===== src/rtl/temp_sampler_pkg.sv =====
// Shared types and constants for the thermometer sampling front end.
// Holds the FSM encoding, conversion constants and the output saturation helper.
package temp_sampler_pkg;

  typedef enum logic [1:0] {
    S_IDLE,
    S_REQ,
    S_CONV,
    S_OUT
  } state_t;

  localparam int C_TW = 10;
  localparam int C_OW = 9;
  localparam int C_NW = 14;
  localparam int C_DW = 3;

  localparam int unsigned C_F_OFFSET = 128;
  localparam int unsigned C_SAT_MAX  = 511;
  localparam int unsigned C_MUL      = 9;
  localparam int unsigned C_DIV      = 5;
  localparam int unsigned C_RND      = 2;

  function automatic logic [C_OW-1:0] sat9(input logic [C_NW-1:0] v);
    return (v > C_NW'(C_SAT_MAX)) ? C_OW'(C_SAT_MAX) : v[C_OW-1:0];
  endfunction

endpackage


===== src/rtl/temp_sampler_div.sv =====
// Restoring divider: one quotient bit per clock after a start pulse.
// o_done pulses for one cycle once the final bit has been produced.
module seq_divider
  import temp_sampler_pkg::*;
#(
  parameter int g_div_steps = 14
) (
  input  logic            i_clk,
  input  logic            i_reset,
  input  logic            i_start,
  input  logic [C_NW-1:0] i_dividend,
  input  logic [C_DW-1:0] i_divisor,
  output logic [C_NW-1:0] o_quotient,
  output logic            o_done
);

  localparam int CW = $clog2(g_div_steps + 1);

  logic [C_NW-1:0] r_q;
  logic [C_DW-1:0] r_rem;
  logic [C_DW-1:0] r_div;
  logic [CW-1:0]   r_cnt;
  logic            r_busy;
  logic            r_done;

  logic [C_DW:0]   w_sh;
  logic [C_DW:0]   w_diff;
  logic            w_ge;

  // remainder stays below the divisor, so it always fits C_DW bits
  assign w_sh   = {r_rem, r_q[C_NW-1]};
  assign w_ge   = (w_sh >= {1'b0, r_div});
  assign w_diff = w_sh - {1'b0, r_div};

  always_ff @(posedge i_clk or posedge i_reset) begin
    if (i_reset) begin
      r_q    <= '0;
      r_rem  <= '0;
      r_div  <= '0;
      r_cnt  <= '0;
      r_busy <= 1'b0;
      r_done <= 1'b0;
    end else begin
      r_done <= 1'b0;
      if (i_start) begin
        r_q    <= i_dividend;
        r_rem  <= '0;
        r_div  <= i_divisor;
        r_cnt  <= CW'(g_div_steps);
        r_busy <= 1'b1;
      end else if (r_busy) begin
        r_q   <= {r_q[C_NW-2:0], w_ge};
        r_rem <= w_ge ? w_diff[C_DW-1:0] : w_sh[C_DW-1:0];
        r_cnt <= r_cnt - 1'b1;
        if (r_cnt == CW'(1)) begin
          r_busy <= 1'b0;
          r_done <= 1'b1;
        end
      end
    end
  end

  assign o_quotient = r_q;
  assign o_done     = r_done;

endmodule


===== src/rtl/temp_sampler.sv =====
// Periodic thermometer reader: request, 4-sample rounded average, C/F conversion.
// A missing SPI answer within the timeout raises a sticky fault.
module temp_sampler
  import temp_sampler_pkg::*;
#(
  parameter int g_sample_period = 10000,
  parameter int g_timeout       = 4000,
  parameter int g_div_steps     = 14
) (
  input  logic            i_clk,
  input  logic            i_reset,
  input  logic            i_use_f,
  output logic            o_read_therm,
  input  logic            i_therm_ready,
  input  logic [C_TW-1:0] i_spi_temperature,
  output logic [C_OW-1:0] o_temperature,
  output logic            o_temp_valid,
  output logic            o_fault
);

  localparam int PW = $clog2(g_sample_period + 1);
  localparam int TW = $clog2(g_timeout + 1);

  state_t r_state;
  state_t w_next;

  logic [PW-1:0]   r_per;
  logic [TW-1:0]   r_to;
  logic [C_TW-1:0] r_buf [4];
  logic            r_buf_vld;
  logic            r_use_f;
  logic            r_start;
  logic [C_TW-1:0] r_avg;
  logic            r_read;
  logic            r_fault;
  logic            r_valid;
  logic [C_OW-1:0] r_temp;

  logic            w_tick;
  logic            w_launch;
  logic            w_capture;
  logic            w_timeout;
  logic            w_load;
  logic [11:0]     w_sum;
  logic [11:0]     w_rnd;
  logic [C_TW-1:0] w_avg;
  logic [C_NW-1:0] w_num;
  logic [C_NW-1:0] w_quot;
  logic            w_div_done;

  assign w_tick = (r_per == PW'(g_sample_period - 1));

  assign w_sum = 12'(r_buf[0]) + 12'(r_buf[1])
               + 12'(r_buf[2]) + 12'(r_buf[3]);
  assign w_rnd = w_sum + 12'(C_RND);
  assign w_avg = w_rnd[11:2];
  assign w_num = C_NW'(C_MUL) * {4'b0, w_avg} + C_NW'(C_RND);

  seq_divider #(
    .g_div_steps(g_div_steps)
  ) u_div (
    .i_clk     (i_clk),
    .i_reset   (i_reset),
    .i_start   (r_start),
    .i_dividend(w_num),
    .i_divisor (C_DW'(C_DIV)),
    .o_quotient(w_quot),
    .o_done    (w_div_done)
  );

  always_ff @(posedge i_clk or posedge i_reset) begin
    if (i_reset) r_state <= S_IDLE;
    else         r_state <= w_next;
  end

  always_comb begin
    w_next    = r_state;
    w_launch  = 1'b0;
    w_capture = 1'b0;
    w_timeout = 1'b0;
    w_load    = 1'b0;
    unique case (r_state)
      S_IDLE: begin
        if (w_tick) begin
          w_launch = 1'b1;
          w_next   = S_REQ;
        end
      end
      S_REQ: begin
        if (i_therm_ready) begin
          w_capture = 1'b1;
          w_next    = S_CONV;
        end else if (r_to == TW'(g_timeout - 1)) begin
          w_timeout = 1'b1;
          w_next    = S_IDLE;
        end
      end
      S_CONV: begin
        if (w_div_done) begin
          w_load = 1'b1;
          w_next = S_OUT;
        end
      end
      S_OUT:   w_next = S_IDLE;
      default: w_next = S_IDLE;
    endcase
  end

  always_ff @(posedge i_clk or posedge i_reset) begin
    if (i_reset) begin
      r_per     <= PW'(g_sample_period - 1);
      r_to      <= '0;
      r_buf     <= '{default: '0};
      r_buf_vld <= 1'b0;
      r_use_f   <= 1'b0;
      r_start   <= 1'b0;
      r_avg     <= '0;
      r_read    <= 1'b0;
      r_fault   <= 1'b0;
      r_valid   <= 1'b0;
      r_temp    <= '0;
    end else begin
      r_per   <= w_tick ? '0 : r_per + 1'b1;
      r_start <= w_capture;
      r_valid <= w_load;
      if (w_launch) begin
        r_read <= 1'b1;
        r_to   <= '0;
      end else if (r_state == S_REQ) begin
        r_to <= r_to + 1'b1;
      end
      if (w_capture || w_timeout) r_read <= 1'b0;
      if (w_timeout) r_fault <= 1'b1;
      if (w_capture) begin
        r_fault   <= 1'b0;
        r_use_f   <= i_use_f;
        r_buf_vld <= 1'b1;
        // first sample after reset primes every slot
        for (int k = 0; k < 4; k++) begin
          if (!r_buf_vld || k == 0) r_buf[k] <= i_spi_temperature;
          else                      r_buf[k] <= r_buf[k-1];
        end
      end
      if (r_start) r_avg <= w_avg;
      if (w_load) begin
        r_temp <= r_use_f ? sat9(w_quot + C_NW'(C_F_OFFSET))
                          : sat9({4'b0, r_avg});
      end
    end
  end

  assign o_read_therm  = r_read;
  assign o_fault       = r_fault;
  assign o_temp_valid  = r_valid;
  assign o_temperature = r_temp;

endmodule


===== config.mk =====
export PLATFORM = sky130hd
export DESIGN_NAME = temp_sampler
export DESIGN_NICKNAME = d
export VERILOG_FILES = /design/src/rtl/temp_sampler_pkg.sv /design/src/rtl/temp_sampler_div.sv /design/src/rtl/temp_sampler.sv
export SDC_FILE = /design/constraint.sdc
export NUM_CORES = 1
export LEC_CHECK = 0
export ABC_AREA = 1
export CORE_MARGIN = 1
export CORE_UTILIZATION = 40
export CTS_CLUSTER_SIZE = 25
export DETAILED_ROUTE_END_ITERATION = 8
export PLACE_DENSITY = 0.56
export SLEW_MARGIN = 20
export SYNTH_ARGS = -nofsm -noshare
export SYNTH_HDL_FRONTEND = slang
export SYNTH_HIERARCHICAL = 1
export SYNTH_SLANG_ARGS = --single-unit

===== constraint.sdc =====
create_clock -name i_clk -period 3.7 [get_ports i_clk]
set_clock_uncertainty 0.1 [all_clocks]
set_input_delay 0.37 -clock i_clk [delete_from_list [all_inputs] [get_ports i_clk]]
set_output_delay 0.37 -clock i_clk [all_outputs]
set_load 0.02 [all_outputs]

After elaboration in Yosys (flattened, before gate mapping)
Index checks and enable logic that the tools add are counted.
{"block": "totals", "register_bits": 117, "in_bits": 14, "output_inout_bits": 12, "word_cells": 91}
{"block": "op_classes", "addsub": 10, "n_mul": 1, "order_cmp": 3, "eq_ne": 9, "n_mux": 40, "reduce_logical": 7}
{"op": "$mux 14", "n": 3}
{"op": "$mux 10", "n": 3}
{"op": "$mux 9", "n": 3}
{"op": "$mux 12", "n": 2}
{"op": "$mux 1", "n": 19}
{"op": "$add 14x1->14 const B", "n": 1}
{"op": "$add 14x2->14 const B", "n": 1}
{"op": "$add 14x8->14 const B", "n": 1}
{"op": "$eq 14x14->1 const B", "n": 1}
{"op": "$gt 14x9->1 const B", "n": 1}
{"op": "$mul 4x10->14 const A", "n": 1}
{"op": "$add 11x10->12", "n": 1}
{"op": "$add 12x1->12 const B", "n": 1}
{"op": "$add 12x10->12", "n": 1}
{"op": "$add 12x2->12 const B", "n": 1}
{"op": "$eq 12x12->1 const B", "n": 1}
{"op": "$add 10x10->11", "n": 1}
{"op": "$gt 10x9->1 const B", "n": 1}
{"op": "$mux 3", "n": 3}
{"op": "$mux 2", "n": 4}
{"op": "$mux 4", "n": 2}
{"op": "$pmux 2 s4", "n": 1}
{"op": "$reduce_bool 2->1", "n": 4}
{"op": "$eq 2x2->1 const B", "n": 2}
{"op": "11 further kinds", "n": 11}

Depth between registers and ports, before layout
Gate-level depths: netlist of run 1.
{"block": "depth", "depth_word": 7, "depth_mapped": 26, "depth_no_buf": 26}

Modules after synthesis
The synthesis of run 1 kept the hierarchy.
{"module": "temp_sampler", "n_inst": 1, "cells_per_inst": 775, "area_each_um2": 6009.5, "seq_area_each_um2": 2337.2}
{"module": "seq_divider", "n_inst": 1, "cells_per_inst": 140, "area_each_um2": 1356.3, "seq_area_each_um2": 650.6}

Worst setup path after synthesis of run 1
No wires, ideal clock.
{"block": "synth_path", "path_kind": "reg-to-reg", "startpoint": "register r_buf[12] (netlist bit)", "endpoint": "register u_div.r_q[9], in the netlist u_div/o_quotient[9]", "setup_ns": 0.129, "t_arrival_ns": 3.824, "required_time_ns": 3.471, "slack_ns": -0.354, "path_stages_with_launch": 21, "path_buffers": 0, "synth_period_minus_slack_ns": 4.054, "cell_sequence": "dfrtp_1 > inv_1 > fa_1 > fa_1 > inv_1 > ha_1 > a21oi_1 > o21ai_2 > or2_2 > nand2_1 > inv_1 > ha_1 > ha_1 > nand2_1 > o21ai_0 > nand3_1 > nand2_1 > a21oi_1 > xnor2_1 > nand2_1 > o221ai_2"}
{"block": "synth_via", "elab_chain_len": 6}
{"element": "start: declaration", "line": "temp_sampler.sv:29", "rtl": "logic [C_TW-1:0] r_buf [4];"}
{"element": "start signal: indexed assignment", "line": "temp_sampler.sv:140", "rtl": "if (!r_buf_vld || k == 0) r_buf[k] <= i_spi_temperature;"}
{"element": "start signal: indexed assignment", "line": "temp_sampler.sv:141", "rtl": "else r_buf[k] <= r_buf[k-1];"}
{"element": "$add 11x10->12", "line": "temp_sampler.sv:54", "rtl": "+ 12'(r_buf[2]) + 12'(r_buf[3]);"}
{"element": "$add 12x10->12", "line": "temp_sampler.sv:54"}
{"element": "$add 12x2->12", "line": "temp_sampler.sv:55", "rtl": "assign w_rnd = w_sum + 12'(C_RND);"}
{"element": "named net w_rnd[3]", "line": "temp_sampler.sv:45", "rtl": "logic [11:0] w_rnd;"}
{"element": "$mul 4x10->14", "line": "temp_sampler.sv:57", "rtl": "assign w_num = C_NW'(C_MUL) * {4'b0, w_avg} + C_NW'(C_RND);"}
{"element": "$add 14x2->14", "line": "temp_sampler.sv:57"}
{"element": "named net w_num[9]", "line": "temp_sampler.sv:47", "rtl": "logic [C_NW-1:0] w_num;"}
{"element": "$mux 14", "line": "temp_sampler_div.sv:45", "rtl": "if (i_start) begin"}
{"element": "end signal: assignment", "line": "temp_sampler_div.sv:46", "rtl": "r_q <= i_dividend;"}
{"element": "end signal: assignment", "line": "temp_sampler_div.sv:52", "rtl": "r_q <= {r_q[C_NW-2:0], w_ge};"}
{"element": "end: declaration", "line": "temp_sampler_div.sv:19", "rtl": "logic [C_NW-1:0] r_q;"}
The timed path passes the listed nets, and every way through them passes these cells.
A chain may end at the register's enable or synchronous reset.

Final worst setup path of run 1
{"block": "layout_path", "startpoint": "register r_buf[6] (netlist bit)", "endpoint": "register u_div.r_q[12], in the netlist u_div/o_quotient[12]"}
{"block": "layout_via", "elab_chain_len": 5}
{"element": "$add 12x10->12", "line": "temp_sampler.sv:54"}
{"element": "$add 12x2->12", "line": "temp_sampler.sv:55"}
{"element": "named net w_rnd[9]", "line": "temp_sampler.sv:45"}
{"element": "$mul 4x10->14", "line": "temp_sampler.sv:57"}
{"element": "$add 14x2->14", "line": "temp_sampler.sv:57"}
{"element": "named net w_num[12]", "line": "temp_sampler.sv:47"}
{"element": "$mux 14", "line": "temp_sampler_div.sv:45"}
The timed path passes the listed nets, and every way through them passes these cells.

==> metrics.md, run 1 <==
| Metric | Value |
|---|---|
| Status | `finished with violations` |
| Failing checks | `setup timing` |
| Iteration-0 DRC count of the detailed router | `327` |
| Setup WS pre-CTS | `-0.377 ns` |
| Worst setup path end | `u_div/o_quotient[12]` |
| Slew @ Worst Pin | `0.915 ns` |
| Leak Pwr | `0.00459 uW` |
| Critical Path Sink Type | `flop` |
| CTS root buf | `clkbuf_16` |
| CP startpoint | `r_buf[6]` |
| Largest net degree at the start of global routing | `52` |
| Setup slack after layout | `-0.248 ns` |
| Clock-pin slew on the worst setup and hold paths | `0.06 ns` |
| Synthesized area | `0.00737 mm2` |
| Max Fclk | `253 MHz` |
| R2R Setup Slk | `-0.25 ns` |
| RSZ-0062 raised after global routing | `true` |
| Clk_lat worst skew | `0.42 ns` |
| Final setup viols | `9` |
| Sequential area share after synthesis | `0.406` |
| GR Overflow Total | `0` |
| Die span in y | `138 um` |
| Share of cells above drive strength 1 | `0.260` |
| Area grow syn2layout | `30.6%` |
| Final WL | `16.3 mm` |
| Hold buffer count at CTS | `0` |
| Initial Util | `0.409` |
| Yosys cell types | `50` |
| Power density over the cells | `326 mW/mm2` |
| Crit path DAT | `4.15 ns` |
| Number of synthesized flops with an enable pin | `0` |
| All-Layer GR Usage | `0.189` |
| # DRC | `0` |
| Setup TNS | `-1.63 ns` |
| Crit Path Category | `reg -> reg` |
| I/O Pins | `26` |
| Final period utilization | `1.07` |
| CP Launch Type | `flop` |
| # Max-Cap Violations | `0` |
| # H-tree levels | `4` |
| Hold Path Class | `in -> async` |
| Max-slew headroom | `0.386` |
| Synth warn | `6` |
| Drt wl/cell | `12.9 um` |
| DR pass1 iterations | `4` |
| CP required | `3.90 ns` |
| Final hold vios | `0` |
| Final Core Density | `0.534` |
| R2R cell count | `21` |
| Slew Viols, Final | `0` |
| Initial antenna violation count | `0` |
| Post-route antenna net violation count | `0` |
| HPWL Detailed | `11.7 mm` |
| Synth Instances | `915` |
| Port bufs | `25` |
| Clk sinks | `119` |
| FF-to-FF Start | `r_buf[6]` |
| Fillcell total | `1,679` |
| Final std cells w/o fill | `1,261` |
| Antenna cells | `0` |
| Die Span X | `138 um` |
| Avg Synthesized Cell Area | `8.05 um2` |
| CTS buffer count | `17` |
| Std cell rows | `49` |
| Vias per inst | `4.74` |
| Crit path max fanout | `4` |
| CTS tree | `done` |
| Flops & latches, synth | `119` |
| Nets@finish | `1,088` |
| Ys async rst share | `1.00` |
| Total power | `3130 uW` |
| CORE AREA | `0.0180 mm2` |
| Prevailing post-synth register cell | `dfrtp_1` |
| VDD IR-drop max | `0.319 mV` |
| Clk buf depth | `2` |
| Reg-to-Reg End | `u_div/o_quotient[12]` |
| RD Place Congestion | `0.845` |
| First-pass GRT wire length | `27.7 mm` |
| Number of global-route vias before repair | `5,798` |
| Placed Cells incl. Taps | `1,211` |
| Die area | `0.0190 mm2` |
| Via count | `5,980` |
| Final worst path period need | `3.95 ns` |
==> layout by cell type, fill, tap and decap left out, types with 5 or more instances in the layout <==
master and n:
nand3_2 12, o21ai_0 98, nand2_4 5, xor2_1 13, buf_4 79, nor2_2 11
nand3_1 36, a21oi_2 6, clkbuf_16 17, ha_4 20, fa_1 20, inv_2 19
o221ai_2 6, o21ai_1 8, inv_1 129, ha_1 15, inv_6 5, nor4_1 5
nor3_1 10, dfstp_2 8, clkdlybuf4s50_1 25, nor2_1 39, nand2_2 28, nand2_1 205
a21oi_1 8, or2_2 5, nand4_1 13, dfrtp_1 111
==> worst max-delay path, stage by stage, from the launching register on <==
cell      delay, ns
dfrtp_1        0.40
fa_1           0.55
fa_1           0.45
ha_4           0.26
a21oi_2        0.17
nor2_1         0.07
nor2_2         0.18
nand4_1        0.17
and2_4         0.21
ha_4           0.21
ha_4           0.30
nand2_2        0.07
nor2_2         0.12
nand2_2        0.07
nand2_2        0.07
nand2_2        0.05
nand2_2        0.07
nand3_2        0.05
nand2_1        0.06
nand2_1        0.04
nand2_1        0.07
o221ai_2       0.07
==> final cells by class <==
cell class,instances,area [um2],area share
clock buffers,19,443,0.0461
clock inverters,13,193,0.0200
inverters,153,587,0.0610
multi-input cells,622,4250,0.442
flip-flops and latches,119,2990,0.311
well taps,229,287,0.0298
repair buffers,106,875,0.0909
==> cell usage after synthesis, types with 6 or more instances <==
master | number | share of area
nand2_1 | 234 | 0.12
inv_1 | 145 | 0.074
dfrtp_1 | 111 | 0.38
o21ai_0 | 103 | 0.070
nor2_1 | 50 | 0.025
nand3_1 | 46 | 0.031
ha_1 | 35 | 0.059
fa_1 | 20 | 0.054
a21oi_1 | 18 | 0.012
xor2_1 | 18 | 0.021
nand4_1 | 13 | 0.011
buf_2 | 12 | 0.0082
nor3_1 | 10 | 0.0068
dfstp_2 | 8 | 0.029
o221ai_2 | 6 | 0.012
or2_2 | 6 | 0.0051
==> per-layer routing <==
layer | vias to the layer above | routed length [um] | GRT usage
met5 | - | 0 | 0
met4 | 0 | 236 | 0.0628
met3 | 16 | 434 | 0.0412
met2 | 64 | 7660 | 0.296
met1 | 2775 | 7990 | 0.258
li1 | 3125 | - | -
==> cell families after synthesis <==
family	synth area share
and+or+nand+nor	0.238
adders and majority gates	0.114
buffers and inverters	0.0967
AOI/OAI and AO/OA	0.119
other	0.00102
xor gates and xnor gates	0.0262
DFF	0.406
==> what timing repair did <==
item | CTS | global route
gates cloned | 0 | 0
buffers inserted | 12 | 7
setup endpoints to repair | 9 | 10
pin swaps | 32 | 40
resized for setup | 27 | 47
==> metrics by stage <==
stage | hold WS (ns) | area [um2]
after CTS | 0.329 | 9390
final | 0.315 | 9620
after global placement | 0.366 | 8600
after global routing | 0.362 | 9620
after floorplan | 0.310 | 7700
after detailed placement | 0.359 | 8600
==> state kept, by name (all words and copies together) (netlist names), 3 cells and up, named ones only <==
name              flops
r_per                14
u_div/r_rem           3
u_div/r_cnt           4
u_div/o_quotient     14
o_temperature         9
r_buf                40
r_avg                10
r_to                 12
u_div/r_div           3
==> report_power, final <==
part           internal, uW  switching (uW)  total (uW)
registers              1300               0        1300
logic                  14.0            31.2        45.2
clock network          1150             632        1790
==> how the worst min path moves through the flow <==
| stage | slack, ns | start | to |
|---|---|---|---|
| 6_report | 0.32 | i_reset | u_div/r_cnt[2] |
| 5_1_grt | 0.36 | i_reset | u_div/o_quotient[1] |
| 4_1_cts | 0.33 | i_reset | o_temperature[6] |
| 3_5_place_dp | 0.36 | u_div/r_cnt[3] | u_div/o_done |
| 3_3_place_gp | 0.37 | o_temperature[2] | o_temperature[2] |
| 2_1_floorplan | 0.31 | i_reset | u_div/o_done |
Note: power is estimated with default switching activity, not from simulation.
==> run 2: changes to the inputs <==
CAP_MARGIN = 20   (was not set)
==> results of run 2 <==
No change in the layout: final DEF, timing and power equal those of run 1.
